===== src/rtl/waverv_pkg.sv =====
// -----------------------------------------------------------------------------
// waverv_pkg
// Shared definitions for the waverv control sequencer.
//   seq_state_e   : sequencer FSM states
//   halt_cause_e  : fault codes reported on halt_cause
//   DEFAULT_RESET_VECTOR, PC_STEP : program counter constants
//   is_misaligned : word-alignment test on the two low address bits
// -----------------------------------------------------------------------------
package waverv_pkg;

   typedef enum logic [2:0] {
      ST_FETCH     = 3'd0,
      ST_DECODE    = 3'd1,
      ST_EXECUTE   = 3'd2,
      ST_MEMORY    = 3'd3,
      ST_WRITEBACK = 3'd4,
      ST_HALT      = 3'd5
   } seq_state_e;

   typedef enum logic [1:0] {
      CAUSE_NONE       = 2'd0,
      CAUSE_ILLEGAL    = 2'd1,
      CAUSE_MISALIGNED = 2'd2,
      CAUSE_TIMEOUT    = 2'd3
   } halt_cause_e;

   localparam logic [31:0] DEFAULT_RESET_VECTOR = 32'h0000_0000;
   localparam logic [31:0] PC_STEP              = 32'd4;

   // Only the two low bits matter for word alignment.
   function automatic logic is_misaligned(input logic [1:0] low_bits);
      return low_bits != 2'b00;
   endfunction

endpackage


===== src/rtl/ack_timeout_counter.sv =====
// -----------------------------------------------------------------------------
// ack_timeout_counter
// Counts consecutive unacknowledged memory request cycles and flags the cycle
// in which the ACK_TIMEOUT-th unacknowledged request cycle occurs.
// Ports:
//   clk            in  core clock
//   rst            in  synchronous active-high reset
//   clear_i        in  restart the count (a new request phase is being entered)
//   count_enable_i in  a request is being presented this cycle
//   ack_i          in  memory acknowledges this cycle
//   expired_o      out this request cycle is the ACK_TIMEOUT-th one without ack
// -----------------------------------------------------------------------------
module ack_timeout_counter #(
   parameter int unsigned ACK_TIMEOUT = 16
) (
   input  logic clk,
   input  logic rst,
   input  logic clear_i,
   input  logic count_enable_i,
   input  logic ack_i,
   output logic expired_o
);

   localparam int unsigned CW = $clog2(ACK_TIMEOUT + 1);
   localparam logic [CW-1:0] LAST_WAIT = CW'(ACK_TIMEOUT - 1);

   logic [CW-1:0] count_q;
   logic [CW-1:0] count_d;

   always_comb begin
      count_d = count_q;
      if (clear_i) begin
         count_d = '0;
      end else if (count_enable_i && !ack_i) begin
         count_d = count_q + 1'b1;
      end
   end

   always_ff @(posedge clk) begin
      if (rst) begin
         count_q <= '0;
      end else begin
         count_q <= count_d;
      end
   end

   // count_q holds the unacked cycles already seen, so the current cycle is
   // number count_q+1. An ack in the final allowed cycle still wins. clear_i is
   // deliberately not used here: it is derived from the FSM next state, which
   // itself depends on expired_o.
   assign expired_o = count_enable_i && !ack_i && (count_q == LAST_WAIT);

endmodule


===== src/rtl/core_sequencer.sv =====
// -----------------------------------------------------------------------------
// core_sequencer
// Multi-cycle control FSM for the waverv datapath: FETCH, DECODE, EXECUTE,
// MEMORY, WRITEBACK, with a sticky HALT on illegal instruction, misaligned
// address or memory ack timeout. Owns the program counter, the retired
// instruction counter and the single shared req/ack memory port.
// Ports:
//   clk, rst                 clock, synchronous active-high reset
//   instr_is_load/_store     decoded class (valid from DECODE onward)
//   instr_illegal            decoder could not classify the instruction
//   branch_taken/_target     PC redirect applied at WRITEBACK
//   data_address             load/store effective address
//   mem_ack                  memory completes the current request
//   mem_req/_write_enable/_address  memory request port
//   ir_load_enable           capture fetched word into IR (ack cycle of fetch)
//   register_write_enable    writeback gate to register file
//   program_counter          address of the current instruction
//   retired_count            retired instructions (wraps)
//   halted, halt_cause       sticky fault flag and code
// -----------------------------------------------------------------------------
module core_sequencer
   import waverv_pkg::*;
#(
   parameter logic [31:0] RESET_VECTOR = DEFAULT_RESET_VECTOR,
   parameter int unsigned ACK_TIMEOUT  = 16
) (
   input  logic        clk,
   input  logic        rst,
   input  logic        instr_is_load,
   input  logic        instr_is_store,
   input  logic        instr_illegal,
   input  logic        branch_taken,
   input  logic [31:0] branch_target,
   input  logic [31:0] data_address,
   input  logic        mem_ack,
   output logic        mem_req,
   output logic        mem_write_enable,
   output logic [31:0] mem_address,
   output logic        ir_load_enable,
   output logic        register_write_enable,
   output logic [31:0] program_counter,
   output logic [31:0] retired_count,
   output logic        halted,
   output logic [1:0]  halt_cause
);

   seq_state_e  state_q, state_d;
   logic [31:0] pc_q, pc_d;
   logic [31:0] retired_q, retired_d;
   logic        halted_q, halted_d;
   halt_cause_e halt_cause_q, halt_cause_d;

   logic        timeout_expired;
   logic        wait_clear;

   // The wait counter restarts whenever the FSM moves to a different state,
   // which covers every entry into FETCH and MEMORY.
   assign wait_clear = (state_d != state_q);

   ack_timeout_counter #(
      .ACK_TIMEOUT (ACK_TIMEOUT)
   ) u_ack_timeout (
      .clk            (clk),
      .rst            (rst),
      .clear_i        (wait_clear),
      .count_enable_i (mem_req),
      .ack_i          (mem_ack),
      .expired_o      (timeout_expired)
   );

   // ---------------- state register ----------------
   always_ff @(posedge clk) begin
      if (rst) begin
         state_q      <= ST_FETCH;
         pc_q         <= RESET_VECTOR;
         retired_q    <= '0;
         halted_q     <= 1'b0;
         halt_cause_q <= CAUSE_NONE;
      end else begin
         state_q      <= state_d;
         pc_q         <= pc_d;
         retired_q    <= retired_d;
         halted_q     <= halted_d;
         halt_cause_q <= halt_cause_d;
      end
   end

   // ---------------- next-state logic ----------------
   always_comb begin
      state_d      = state_q;
      pc_d         = pc_q;
      retired_d    = retired_q;
      halted_d     = halted_q;
      halt_cause_d = halt_cause_q;

      case (state_q)
         ST_FETCH: begin
            // A misaligned PC faults before any request goes out.
            if (is_misaligned(pc_q[1:0])) begin
               state_d      = ST_HALT;
               halted_d     = 1'b1;
               halt_cause_d = CAUSE_MISALIGNED;
            end else if (mem_ack) begin
               state_d = ST_DECODE;
            end else if (timeout_expired) begin
               state_d      = ST_HALT;
               halted_d     = 1'b1;
               halt_cause_d = CAUSE_TIMEOUT;
            end
         end

         ST_DECODE: begin
            if (instr_illegal) begin
               state_d      = ST_HALT;
               halted_d     = 1'b1;
               halt_cause_d = CAUSE_ILLEGAL;
            end else begin
               state_d = ST_EXECUTE;
            end
         end

         ST_EXECUTE: begin
            if (instr_is_load || instr_is_store) begin
               if (is_misaligned(data_address[1:0])) begin
                  state_d      = ST_HALT;
                  halted_d     = 1'b1;
                  halt_cause_d = CAUSE_MISALIGNED;
               end else begin
                  state_d = ST_MEMORY;
               end
            end else begin
               state_d = ST_WRITEBACK;
            end
         end

         ST_MEMORY: begin
            if (mem_ack) begin
               state_d = ST_WRITEBACK;
            end else if (timeout_expired) begin
               state_d      = ST_HALT;
               halted_d     = 1'b1;
               halt_cause_d = CAUSE_TIMEOUT;
            end
         end

         ST_WRITEBACK: begin
            pc_d      = branch_taken ? branch_target : pc_q + PC_STEP;
            retired_d = retired_q + 32'd1;
            state_d   = ST_FETCH;
         end

         ST_HALT: begin
            state_d = ST_HALT;
         end

         default: begin
            state_d = ST_FETCH;
         end
      endcase
   end

   // ---------------- output decode ----------------
   // Outputs are forced idle while rst is high so an abandoned request is
   // dropped immediately and a coincident ack has nothing to complete.
   always_comb begin
      mem_req               = 1'b0;
      mem_write_enable      = 1'b0;
      mem_address           = '0;
      ir_load_enable        = 1'b0;
      register_write_enable = 1'b0;

      if (!rst) begin
         case (state_q)
            ST_FETCH: begin
               if (!is_misaligned(pc_q[1:0])) begin
                  mem_req        = 1'b1;
                  mem_address    = pc_q;
                  ir_load_enable = mem_ack;
               end
            end

            ST_MEMORY: begin
               mem_req          = 1'b1;
               mem_address      = data_address;
               mem_write_enable = instr_is_store;
            end

            ST_WRITEBACK: begin
               register_write_enable = !instr_is_store;
            end

            default: begin
            end
         endcase
      end
   end

   assign program_counter = pc_q;
   assign retired_count   = retired_q;
   assign halted          = halted_q;
   assign halt_cause      = halt_cause_q;

endmodule


===== config.mk =====
export PLATFORM = sky130hd
export DESIGN_NAME = core_sequencer
export DESIGN_NICKNAME = d
export VERILOG_FILES = /design/src/rtl/waverv_pkg.sv /design/src/rtl/ack_timeout_counter.sv /design/src/rtl/core_sequencer.sv
export SDC_FILE = /design/constraint.sdc
export NUM_CORES = 1
export LEC_CHECK = 0
export CORE_ASPECT_RATIO = 2
export CORE_MARGIN = 2
export CORE_UTILIZATION = 45
export DETAILED_ROUTE_END_ITERATION = 7
export PLACE_DENSITY = 0.82
export SYNTH_ARGS = -nofsm -noshare
export SYNTH_HDL_FRONTEND = slang
export SYNTH_HIERARCHICAL = 1
export SYNTH_SLANG_ARGS = --single-unit

===== constraint.sdc =====
create_clock -name clk -period 4.1 [get_ports clk]
set_clock_uncertainty 0.2 [all_clocks]
set_input_delay 1.23 -clock clk [delete_from_list [all_inputs] [get_ports clk]]
set_output_delay 1.23 -clock clk [all_outputs]
set_load 0.03 [all_outputs]

==> flow_summary.json, run 1 <==
{
  "cts.clk_slew.worst_paths_ps": 60,
  "grt_pass1_vias": 4906,
  "ant_nets": 0,
  "crit_family": "buffers and inverters",
  "die-area_sq_um": 11020,
  "ys.flop_type": "dfxtp_1",
  "antenna_cells": 0,
  "fmax_mhz": 245.9,
  "boundaryPins": 174,
  "grt_max_degree": 41,
  "synth_area_per_cell_sq_um": 7.368,
  "stdcell_count": 911,
  "worstPathCellList": "clkdlybuf4s50_1, nor3b_1, clkdlybuf4s50_1",
  "path_class": "in2out",
  "period_minus_slack_ps": 4066,
  "rsz0062_at_grt": "no",
  "async_reset_ff_frac": 0,
  "std_cell_rows": 52,
  "dr.first_iter.drc_count": 383,
  "layout.nets": 846,
  "tightest_slew_ps": 784.9,
  "endpoint_kind": "output port",
  "htreeDepth": 3,
  "worstPathArrival_ps": 2640,
  "wl_per_cell_um": 16.70,
  "ff_latch_area_sq_um": 1501,
  "critPathRequiredTime_ps": 2670,
  "yosysSeqAreaShare": 0.3287,
  "placed_area_sq_um": 6420,
  "clk_path_buf_depth": 2,
  "route.detailed.drc": 0,
  "ys_warn_count": 6,
  "tritoncts": "done",
  "p_per_area_nw_per_um2": 304.7,
  "die_x_um": 75.25,
  "cp_slowest_cell": "clkdlybuf4s50_1",
  "synth_fp_nets": 695,
  "ys_ff_latch": 75,
  "p_leak_nw": 2.223,
  "drv_slew": 0,
  "worst-path-buf-inv": 2,
  "hold-worst-slack_ps": 277.2,
  "core_area_sq_um": 10020,
  "clock_sink_count": 75,
  "layout_worst_path_cycle_share": 0.9917,
  "clk_root_buffer_cell": "clkbuf_16",
  "area_growth_syn_to_layout_pct": 47.69,
  "crit_fanout": 3,
  "synth_edf_count": 0,
  "dr_total_vias": 5286,
  "placed_cells": 895,
  "peakVddDrop_v": 0.0003205,
  "cp_common_cell": "clkdlybuf4s50_1",
  "io_buffer_count": 173,
  "ctsHoldBuffers": 0,
  "avgViaCountPerCell": 5.802,
  "maxCapViolCount": 0,
  "grt_pass1_wl_um": 23890,
  "timing.final.ws_setup_ps": 33.85,
  "wl_um": 15210,
  "start_util": 0.4559,
  "final_area_sq_um": 6746,
  "synth_largest_area_cell": "dfxtp_1",
  "drive_above_1_share": 0.06572,
  "yosysTopAreaCellShare": 0.3287,
  "antenna_found_initial": 0,
  "dp.final_hpwl_um": 10980,
  "clk_latency_ps": 340,
  "ys_types": 55,
  "fin_tns_setup_ps": 0,
  "hold_path_class": "reg2reg",
  "dpl_worst_slack_ps": -1.673,
  "status": "finished, final reports clean",
  "synthCells": 620,
  "die_h_um": 146.5,
  "netlist_top_cells_area": "dfxtp_1 (33%), nor2_1 (7.8%), a22oi_1 (6.1%)",
  "startpoint_type": "primary input",
  "place.gp.congestion": 0.9723,
  "power_mw": 2.056,
  "multiInputGateArea_sq_um": 2860,
  "numCtsBuffers": 9,
  "fill_cells": 872,
  "relSlewSlack": 0.4696,
  "hold_viol_final": 0,
  "slowest_delay_ps": 700,
  "dr.pass1.iters": 5,
  "setup_viol_count_final": 0,
  "postLayoutCoreUtil": 0.6733,
  "grt-ovfl-total": 0,
  "synth.cell_area_sq_um": 4568,
  "grt_use_total": 0.2721
}
[timing repair]
action                                  in CTS  in global routing
hold endpoints to repair                     0                  0
buffers inserted                             0                  0
resized for setup                            1                  0
endpoints found under the setup margin       1                  0
[path summary, 6_finish.rpt]
check	slack [ps]	endpoint	cells past startpoint	startpoint
hold reg to reg	280	halted	2	halted
setup / recovery	30	mem_address[1]	3	data_address[1]
setup reg to reg	510	u_ack_timeout/count_q[4]	14	state_q[2]
hold / removal	280	halted	2	halted
[cell usage after synthesis (12+ instances only)]
master / count
a21oi_1: 37
a22oi_1: 37
a31oi_1: 17
and3_1: 15
clkbuf_1: 42
dfxtp_1: 75
inv_1: 12
nand2_1: 57
nand3_1: 22
nor2_1: 95
nor3_1: 19
o21ai_0: 26
xnor2_1: 18
[sequential cells by signal, indices dropped and copies added, names as in the netlist]
name	flops
u_ack_timeout/count_q	5
halted	1
program_counter	32
retired_count	32
state_q	3
halt_cause	2
[area by class of cell]
cell class / instances / area share
clock buffer: 11 / 0.03598
clock inverter: 5 / 0.01261
inverter: 12 / 0.006677
multi-input combinational: 486 / 0.4240
sequential: 75 / 0.2226
tap: 135 / 0.02504
timing repair buffer: 187 / 0.2732
[tightest hold or removal path, stage by stage (launching register included)]
cell and delay [ps]:
dfxtp_1 330, a21oi_1 40, nor2_1 70
[logic make-up after synthesis]
group | count (synthesis) | synth area share
DFF | 75 | 0.3287
adders and majority gates | 4 | 0.01096
buffers and inverters | 59 | 0.04957
AOI/OAI and AO/OA | 151 | 0.2139
xor gates and xnor gates | 27 | 0.05177
muxes | 5 | 0.01123
and+or+nand+nor | 299 | 0.3339
[placed cells by master, fill, tap and decap left out, types with 15 or more instances in the layout]
cell type / count
nor2_1: 95
buf_4: 15
a21oi_1: 37
clkdlybuf4s50_1: 167
nor3_1: 18
and3_1: 15
xnor2_1: 18
a22oi_1: 37
nand3_1: 22
dfxtp_1: 75
nand2_1: 57
a31oi_1: 17
o21ai_0: 25
[power breakdown]
| part | internal, mW | total (mW) | switching, mW | leakage [nW] |
|---|---|---|---|---|
| clock network | 0.553 | 0.869 | 0.317 | 0.156 |
| logic | 0.178 | 0.401 | 0.223 | 1.46 |
| registers | 0.750 | 0.785 | 0.0347 | 0.606 |
[layer usage]
metal / up-vias / global-route usage / routed length, um
met3: 23 / 0.04624 / 908
met5: - / 0 / 0
met1: 2506 / 0.3335 / 5960
met2: 199 / 0.4614 / 7984
li1: 2558 / - / -
met4: 0 / 0.1026 / 357
Power figures use the tool's default switching activity.
==> inputs of run 2 (changes only) <==
- CORE_UTILIZATION: 45 -> 30
- PLACE_DENSITY: 0.82 -> unset
==> flow_summary.json, run 2 (same netlist as run 1, synthesis figures left out) <==
{
  "hold_depth": 2,
  "drv_slew": 0,
  "start_util": 0.3066,
  "maxCapViolCount": 0,
  "boundaryPins": 174,
  "clock_sink_count": 75,
  "r2r_cells": 14,
  "die_x_um": 91.26,
  "startpoint_type": "primary input",
  "drive_above_1_share": 0.07564,
  "die-area_sq_um": 16290,
  "endpoint_kind": "output port",
  "p_leak_nw": 2.243,
  "crit_fanout": 17,
  "cts.clk_slew.worst_paths_ps": 60,
  "antenna_found_initial": 0,
  "grt_use_total": 0.1976,
  "rsz0062_at_grt": "no",
  "setup_viol_count_final": 0,
  "hold-worst-slack_ps": 287.2,
  "avgViaCountPerCell": 5.405,
  "layout_common_cells": "clkdlybuf4s50_1 (166), nor2_1 (94), dfxtp_1 (75)",
  "clk_root_buffer_cell": "clkbuf_16",
  "path_class": "in2out",
  "htreeDepth": 3,
  "layout.nets": 850,
  "clk_path_buf_depth": 2,
  "ant_nets": 0,
  "wl_um": 16430,
  "critPathRequiredTime_ps": 2670,
  "hold_path_class": "reg2reg",
  "grt_max_degree": 72,
  "worstPathArrival_ps": 2590,
  "fin_tns_setup_ps": 0,
  "dr_total_vias": 5270,
  "p_per_area_nw_per_um2": 291.8,
  "numCtsBuffers": 9,
  "grt_pass1_vias": 5136,
  "route.detailed.drc": 0,
  "std_cell_rows": 63,
  "io_buffer_count": 173,
  "peakVddDrop_v": 0.0002170,
  "tritoncts": "done",
  "layout_worst_path_cycle_share": 0.9793,
  "wl_per_cell_um": 16.85,
  "clk_latency_ps": 330,
  "hold_viol_final": 0,
  "tightest_slew_ps": 789.5,
  "relSlewSlack": 0.4736,
  "die_h_um": 178.5,
  "final_common_cell": "clkdlybuf4s50_1",
  "fmax_mhz": 249.1,
  "place.gp.congestion": 0.8185,
  "dp.final_hpwl_um": 12130,
  "antenna_cells": 0,
  "core_area_sq_um": 14900,
  "grt_pass1_wl_um": 26070,
  "period_minus_slack_ps": 4015,
  "dr.first_iter.drc_count": 268,
  "area_growth_syn_to_layout_pct": 49.90,
  "status": "finished, final reports clean",
  "dr.pass1.iters": 5,
  "grt-ovfl-total": 0
}
-- run 2: final cells by class --
type	count	area, sq um
Inverter	12	45.04
Multi-Input combinational cell	486	2869
Clock inverter	7	68.82
Sequential cell	75	1501
Tap cell	195	244.0
Fill cell	1473	8050
Clock buffer	9	225.2
Timing Repair Buffer	191	1894
-- run 2: path summary, 6_finish.rpt --
check / slack, ps / end / startpoint
worst min register to register: 290 / u_ack_timeout/count_q[1] / u_ack_timeout/count_q[1]
worst min-delay path: 290 / u_ack_timeout/count_q[1] / u_ack_timeout/count_q[1]
worst max-delay path: 80 / mem_address[16] / rst
worst max register to register: 800 / u_ack_timeout/count_q[4] / state_q[0]
-- run 2: worst max-delay path, cell delays in order --
cell	delay, ps
buf_2	110
nor2_1	130
o21ai_2	120
buf_12	180
nor2_1	120
clkdlybuf4s50_1	690
-- run 2: power by group --
| part | internal (mW) | leakage [nW] | switching (mW) |
|---|---|---|---|
| Combinational | 0.191 | 1.50 | 0.229 |
| Clock | 0.469 | 0.141 | 0.323 |
| Sequential | 0.750 | 0.606 | 0.0364 |
-- run 2: through the flow --
| stage | area, sq um | setup slack (ps) | utilization | power (mW) | cells |
|---|---|---|---|---|---|
| 2_1_floorplan | 4568 | 218.0 | - | 1.011 | 620 |
| 3_3_place_gp | 6545 | 81.54 | 0.4393 | 1.211 | 959 |
| 3_5_place_dp | 6545 | 61.93 | 0.4393 | 1.218 | 959 |
| 4_1_cts | 6839 | 66.83 | 0.4591 | 2.019 | 975 |
| 5_1_grt | 6848 | 1.459 | 0.4596 | 2.083 | 975 |
| 6_report | 6848 | 84.98 | 0.4596 | 1.998 | 975 |
-- run 2: repair_timing --
| item | in CTS | in global routing |
|---|---|---|
| gates resized for setup | 0 | 2 |
| hold buffers | 0 | 0 |
| buffers inserted | 0 | 0 |
| endpoints found under the setup margin | 0 | 6 |
-- run 2: per-layer routing --
metal / vias to the layer above / global-route usage / part of all wire
li1: 2566 / - / -
met1: 2482 / 0.2123 / 0.39
met4: 0 / 0.08965 / 0.033
met5: - / 0 / 0
met2: 188 / 0.3710 / 0.53
met3: 34 / 0.03464 / 0.049
